--- src/rtl/overlay_sched.sv ---
// Fixed-priority overlay sequencer: death > level > piece, each held then blanked; game_over overrides everything.
// Define OVLY_PENDING_EN to queue events that arrive while busy; otherwise they are dropped.
module overlay_sched #(
  parameter int unsigned HOLD_CYCLES  = 8000000,
  parameter int unsigned GAP_CYCLES   = 1000000,
  parameter int unsigned FLASH_FRAMES = 8
) (
  input  logic       clk,
  input  logic       reset,
  input  logic       e_piece,
  input  logic       e_level,
  input  logic       e_death,
  input  logic       game_over,
  input  logic       clr,
  input  logic       mode_arcade,
  input  logic       frame_start,
  output logic [2:0] overlay_sel,
  output logic       flash_on,
  output logic       busy,
  output logic [2:0] pending
);

  typedef enum logic [1:0] {IDLE, SHOW, GAP, GOVER} state_t;

  localparam logic [31:0] HOLD_LAST  = 32'(HOLD_CYCLES - 1);
  localparam logic [31:0] GAP_LAST   = (GAP_CYCLES == 0) ? 32'd0 : 32'(GAP_CYCLES - 1);
  localparam logic [31:0] FLASH_LAST = 32'(FLASH_FRAMES - 1);

  state_t      state_q, state_d;
  logic [31:0] cnt_q, cnt_d;
  logic [31:0] frame_q, frame_d;
  logic [2:0]  sel_q, sel_d;
  logic        flash_q, flash_d;
  logic        busy_q, busy_d;
  logic [2:0]  pend_q, pend_d;

  logic [2:0]  ev, req, gmask, gcode;

  // Bit order everywhere is {death, level, piece}; piece only counts in arcade mode.
  always_comb begin
    ev    = {e_death, e_level, e_piece & mode_arcade};
    req   = (pend_q | ev) & {2'b11, mode_arcade};
    gmask = 3'b000;
    gcode = 3'd0;
    if (req[2]) begin
      gmask = 3'b100;
      gcode = 3'd3;
    end else if (req[1]) begin
      gmask = 3'b010;
      gcode = 3'd2;
    end else if (req[0]) begin
      gmask = 3'b001;
      gcode = 3'd1;
    end
  end

  always_comb begin
    state_d = state_q;
    cnt_d   = cnt_q;
    frame_d = frame_q;
    sel_d   = sel_q;
    flash_d = flash_q;
`ifdef OVLY_PENDING_EN
    pend_d  = pend_q | ev;
`else
    pend_d  = 3'b000;
`endif
    if (game_over) begin
      state_d = GOVER;
      sel_d   = 3'd4;
      flash_d = 1'b1;
      cnt_d   = '0;
      frame_d = '0;
      pend_d  = 3'b000;
    end else if (state_q == GOVER || clr) begin
      state_d = IDLE;
      sel_d   = 3'd0;
      flash_d = 1'b0;
      cnt_d   = '0;
      frame_d = '0;
      pend_d  = 3'b000;
    end else begin
      case (state_q)
        IDLE: begin
          if (|req) begin
            state_d = SHOW;
            sel_d   = gcode;
            flash_d = 1'b1;
            cnt_d   = '0;
            frame_d = '0;
`ifdef OVLY_PENDING_EN
            // A fresh pulse only re-arms the winner if the winner was already a stored request.
            pend_d  = (pend_q & ~gmask) | (ev & ~(gmask & ~pend_q));
`endif
          end
        end
        SHOW: begin
          if (cnt_q == HOLD_LAST) begin
            state_d = (GAP_CYCLES == 0) ? IDLE : GAP;
            cnt_d   = '0;
            frame_d = '0;
            sel_d   = 3'd0;
            flash_d = 1'b0;
          end else begin
            cnt_d = cnt_q + 32'd1;
            if (frame_start) begin
              if (frame_q == FLASH_LAST) begin
                flash_d = ~flash_q;
                frame_d = '0;
              end else begin
                frame_d = frame_q + 32'd1;
              end
            end
          end
        end
        GAP: begin
          if (cnt_q == GAP_LAST) begin
            state_d = IDLE;
            cnt_d   = '0;
          end else begin
            cnt_d = cnt_q + 32'd1;
          end
        end
        default: ;
      endcase
    end
    if (!mode_arcade) pend_d[0] = 1'b0;
    busy_d = (state_d != IDLE);
  end

  always_ff @(posedge clk or negedge reset) begin
    if (!reset) begin
      state_q <= IDLE;
      cnt_q   <= '0;
      frame_q <= '0;
      sel_q   <= 3'd0;
      flash_q <= 1'b0;
      busy_q  <= 1'b0;
      pend_q  <= 3'b000;
    end else begin
      state_q <= state_d;
      cnt_q   <= cnt_d;
      frame_q <= frame_d;
      sel_q   <= sel_d;
      flash_q <= flash_d;
      busy_q  <= busy_d;
      pend_q  <= pend_d;
    end
  end

  assign overlay_sel = sel_q;
  assign flash_on    = flash_q;
  assign busy        = busy_q;
  assign pending     = pend_q;

endmodule

--- config.mk ---
export PLATFORM = sky130hd
export DESIGN_NAME = overlay_sched
export DESIGN_NICKNAME = d
export VERILOG_FILES = /design/src/rtl/overlay_sched.sv
export SDC_FILE = /design/constraint.sdc
export NUM_CORES = 1
export LEC_CHECK = 0
export BUFFER_PORTS_ARGS = -buffer_cell sky130_fd_sc_hd__buf_2
export CORE_ASPECT_RATIO = 0.8
export CORE_MARGIN = 1.5
export CORE_UTILIZATION = 58
export CTS_BUF_LIST = sky130_fd_sc_hd__clkbuf_4
export CTS_CLUSTER_DIAMETER = 150
export DETAILED_ROUTE_END_ITERATION = 16
export HOLD_SLACK_MARGIN = 0.08
export PLACE_DENSITY_LB_ADDON = 0.08
export SYNTH_ARGS = -nofsm -noshare
export SYNTH_HDL_FRONTEND = slang
export SYNTH_SLANG_ARGS = --single-unit
--- constraint.sdc ---
create_clock -name clk -period 2.3 [get_ports clk]
set_input_delay 0 -clock clk [delete_from_list [all_inputs] [get_ports clk]]
set_output_delay 0 -clock clk [all_outputs]
set_load 0.02 [all_outputs]
======== Yosys cells after proc, flatten, opt, wreduce, memory -nomap -nowiden ========
Index checks and enable logic that the tools add are counted.
word-level totals
  register bits after elaboration ......... 71
  latch bits .............................. 0
  RAM bits ................................ 0
  bits in read-only memories .............. 0
  output and inout port bits .............. 8
  word-level logic and storage cells ...... 64
  memories kept ........................... 0
operators by class
  add/subtract/negate cells ............... 2
  multiply operators ...................... 0
  div/mod/pow operators ................... 0
  $lt $le $gt $ge ......................... 0
  eq/ne operators ......................... 10
  shift-type cells ........................ 0
  mux-type cells .......................... 33
  bitwise operators ....................... 3
  reduce and logical (&&, ||, !) cells .... 10
operator list
  operator                                                                  number
  32-bit 2-to-1 mux                                                         10
  32-bit one-hot mux with 3 select lines                                    1
  32-bit by 1-bit adder with 32-bit output (second input constant)          2
  32-bit one-hot mux with 2 select lines                                    1
  32-bit by 20-bit equality test with 1-bit output (second input constant)  1
  32-bit by 23-bit equality test with 1-bit output (second input constant)  1
  32-bit by 3-bit equality test with 1-bit output (second input constant)   1
  2-bit 2-to-1 mux                                                          7
  3-bit 2-to-1 mux                                                          4
  5-bit != test (second input constant)                                     2
  4-bit != test (second input constant)                                     2
  1-bit 2-to-1 mux                                                          7
  2-bit one-hot mux with 3 select lines                                     1
  3-bit one-hot mux with 2 select lines                                     1
  3-bit AND reduction                                                       2
  5-bit nonzero test                                                        1
  2-bit equality test (second input constant)                               2
  4-bit AND reduction                                                       1
  4-bit nonzero test                                                        1
  3-bit bitwise AND                                                         1
  3-bit OR reduction                                                        1
  2-bit by 1-bit equality test with 1-bit output (second input constant)    1
  2-bit logical NOT                                                         1
  1-bit one-hot mux with 2 select lines                                     1
  other kinds (5)                                                           5

======== Logic depth before layout (Yosys ltp) ========
  depth in word-level cells ............... 9
  mapped depth ............................ 10

======== Worst setup path after synthesis ========
No wires, ideal clock.
  kind .................................... reg-to-reg
  start point ............................. reg cnt_q[0]
  end point ............................... reg cnt_q[5]
  library setup time ...................... 121 ps
  data arrival time ....................... 2246 ps
  required time ........................... 2179 ps
  setup slack ............................. -67 ps
  cell stages (with the launch flop) ...... 8
  buffers on the path ..................... 0
  path through ............................ dfrtp_1 ha_1 nand4_2 or4_4 o31ai_4 a21oi_2 a21o_1 a22o_1
between the ends
  cells in the longest elaborated chain, start to end .. 5
RTL lines
  what                                                                    line      text
  start: declaration                                                      30        logic [31:0] cnt_q, cnt_d;
  start signal: assignment                                                142       cnt_q <= cnt_d;
  32-bit by 1-bit adder with 32-bit output, or another cell as far along  105, 121
  32-bit 2-to-1 mux, on equally long branches                             117, 98
  32-bit one-hot mux with 3 select lines *                                83        case (state_q)
  32-bit 2-to-1 mux *                                                     75        end else if (state_q == GOVER || clr) begin
  32-bit 2-to-1 mux *                                                     68        if (game_over) begin
Mark *: on every way between the ends. The rest lies on a longest branch, timed or not.
A chain may end at the register's enable or synchronous reset.

======== Worst setup path after layout ========
  start point ............................. reg cnt_q[18]
  end point ............................... reg frame_q[25]
between the ends
  cells in the longest elaborated chain, start to end .. 5
RTL lines
  what                                                line  text
  32-bit by 23-bit equality test with 1-bit output *  98    if (cnt_q == HOLD_LAST) begin
  32-bit 2-to-1 mux                                   98
  32-bit one-hot mux with 2 select lines              83
  32-bit 2-to-1 mux                                   75
  32-bit 2-to-1 mux                                   68
  end signal: assignment                              143   frame_q <= frame_d;
  end: declaration                                    31    logic [31:0] frame_q, frame_d;
Marked as above.

==> summary.txt <==
Fin. Hold Viols = 0
Layout cells sized above 1 = 31.16%
Fin. max-slew vios = 0
Post-synthesis simple-gate area fraction = 26.82%
Slew Limit Headroom = 56.20%
HP Start = frame_start
Compound-Gate Fraction of Synth Area = 20.24%
Layout area overhead = 36.89%
Worst Reg-to-Reg Cells = 9
RR Endpoint = frame_q[25]
IO Pins = 17
Gpl congestion = 0.8993
GR Overflow Total = 0
H-tree depth = 3
First-pass GRT wire length = 19.80 mm
Worst r2r src = cnt_q[18]
Leak = 0.002349 uW
M3 GR Usage = 5.966%
Antenna Cells = 0
DRC = 0
CP Class = reg2reg
Req. time, crit path = 2.62 ns
Post-place setup slack = -0.2755 ns
Worst vdd ir = 0.4686 mV
Initial Util = 59.84%
FMAX = 0.4011 GHz
Clock Latency Late Sink = 0.45 ns
Worst Hold Slack = 0.09398 ns
Mux share of post-synthesis cell area = 0.5158%
Hold Path End = frame_q[14]
Final setup viols = 21
Syn avg cell area = 8.737 um^2
Initial DRC Count = 449
Synthesis Warnings = 0
Die Area = 0.007628 mm^2
Largest net degree at the start of global routing = 38
EDFF count, synth = 0
Status = finished with violations
Main combinational cell family by area after synthesis = simple AND/OR/NAND/NOR gates
Worst Path Arrival = 2.81 ns
WL/cell = 19.59 um
Met1 GRT Util = 48.28%
Async set or reset register ratio after synthesis = 100.0%
Register clock-pin slew on the reported worst setup and hold paths = 0.12 ns
FP Rows = 27
Die height = 78.42 um
Most used routing layer = met2
GRT Util Overall = 32.60%
Flop2flop setup slack = -0.19 ns
MaxCap Viol Count = 0
Most common cell in the synthesized netlist = dfrtp_1
CTS tree = done
Antenna viol nets, final = 0
Period minus WS final = 2.493 ns
Final WS setup = -0.1930 ns
Violated checks = setup timing
Die Wd = 97.28 um
Setup crit start kind = flip-flop
WHS Path Cells = 5
Core box area = 0.006892 mm^2
Mapped Cells = 472
1st-pass router iterations = 6
Num CTS Buffers = 9
Hold Crit Class = in2reg
Final Util = 81.92%
Synth Cell Area = 0.004124 mm^2
Yosys top cell by area = dfrtp_1
Met2 GRT Util = 48.46%
Pwr dens = 468.6 mW/mm^2
Post-synthesis register bit count = 71
Top cells by count, synth = 71 x dfrtp_1, 58 x nand2_1, 46 x nor2_1
Worst-Margin Slew = 0.6530 ns
Final wirelength = 13.40 mm
Count of different cell masters after synthesis = 55
Clock root cell = clkbuf_4
Top cells by area, synth = dfrtp_1 43%, nand2_1 5.3%, a31oi_1 4.7%
Vias = 4546
Most used DFF post-synth = dfrtp_1
Layout net count = 607
Post-DP HPWL = 7.964 mm
Number of global-route vias before repair = 4074
Tcrit/Tclk final = 108.4%
Share of the synthesized area in the top cell type = 43.08%
Initial antenna violation count = 0
Synth Area in XOR/XNOR = 3.610%
Vias per cell = 6.646
Clock Path Buffers = 2
Clock net sink count = 71
Unrepaired setup endpoints after global routing = true
Post-synthesis adder-cell area fraction = 1.820%
Worst Clk Skew = 0.02341 ns
Crit-path max FO = 3
# port buffers = 13
Sequential area share after synthesis = 43.08%
Worst Setup End Kind = flip-flop
## layout by cell type, fill, tap and decap left out, drive strengths merged, types with 4 or more instances in the layout
| cell type | n |
|---|---|
| xnor2 | 12 |
| nor4 | 18 |
| a31oi | 31 |
| nand3 | 21 |
| a21oi | 25 |
| nand4 | 19 |
| dlygate4sd3 | 7 |
| a41oi | 6 |
| nor2 | 47 |
| nor3 | 19 |
| dfrtp | 71 |
| inv | 10 |
| or3 | 5 |
| clkbuf | 10 |
| and3 | 10 |
| ha | 6 |
| nand2 | 58 |
| o41ai | 4 |
| and4 | 5 |
| xor2 | 5 |
| clkinv | 4 |
| buf | 119 |
| a22o | 8 |
| o21ai | 31 |
## worst max path at each step
stage	from	to	depth (start not counted)
after detailed placement	state_q[0]	frame_q[22]	7
after global routing	cnt_q[18]	frame_q[25]	9
after global placement	state_q[0]	frame_q[13]	7
final	cnt_q[18]	frame_q[25]	9
after CTS	cnt_q[0]	cnt_q[5]	9
after floorplan	cnt_q[1]	flash_on	7
## registers in the layout, indices dropped and copies added (netlist names)
signal       count
state_q          2
cnt_q           32
busy             1
frame_q         32
flash_on         1
overlay_sel      3
## final cells by class
| type | count | area (um^2) |
|---|---|---|
| Clock buffer | 9 | 67.56 |
| Clock inverter | 7 | 111.4 |
| Fill cell | 413 | 1246 |
| Inverter | 10 | 37.54 |
| Multi-Input combinational cell | 373 | 2485 |
| Sequential cell | 71 | 1777 |
| Tap cell | 87 | 108.9 |
| Timing Repair Buffer | 127 | 1059 |
## per-stage QoR
stage	TNS [ns]	cells	total power, uW	instance area, um^2
floorplan	-0.6156	474	1425	4177
detailed placement	-6.315	638	1553	4903
global placement	-3.685	638	1545	4903
CTS	-0.06171	673	2594	5345
finish	-0.7148	684	2645	5645
global route	-4.687	684	2705	5645
## per-layer routing
| metal | vias up | part of all wire [%] |
|---|---|---|
| li1 | 2018 | - |
| met3 | 56 | 9.3 |
| met4 | 0 | 3.2 |
| met2 | 298 | 45 |
| met5 | - | 0 |
| met1 | 2174 | 42 |
## timing repair
item,in CTS,in global routing
setup endpoints to repair,39,63
gates resized for setup,17,53
gates cloned,2,3
buffers inserted,10,9
pin swaps,8,22
endpoints found under the hold margin,78,0
hold buffers,7,0
## kinds of logic (layout without fill, tap and decap cells)
kind of cell	after synthesis	in the layout
XOR/XNOR	17	17
adder cells (fa/ha/maj)	6	6
buffers and inverters	32	153
AND/OR/NAND/NOR	217	219
other	1	3
AO/OA/AOI/OAI	126	126
flip-flops	71	71
multiplexers	2	2
## worst max-delay path, stage by stage (launching register included)
cell and delay, ns:
dfrtp_1 0.40, nand4bb_4 0.23, or4_4 0.57, o31ai_4 0.33
buf_6 0.15, buf_6 0.11, buf_4 0.11, a311oi_1 0.06
o21ai_1 0.27, o21ai_1 0.15
## where the power goes
group / internal (uW) / switching, uW / leakage (uW)
Sequential: 1260 / 8.12 / 0.000979
Combinational: 153 / 206 / 0.00128
Clock: 543 / 477 / 0.0000950
No activity file was read; power rests on OpenSTA's default activity.
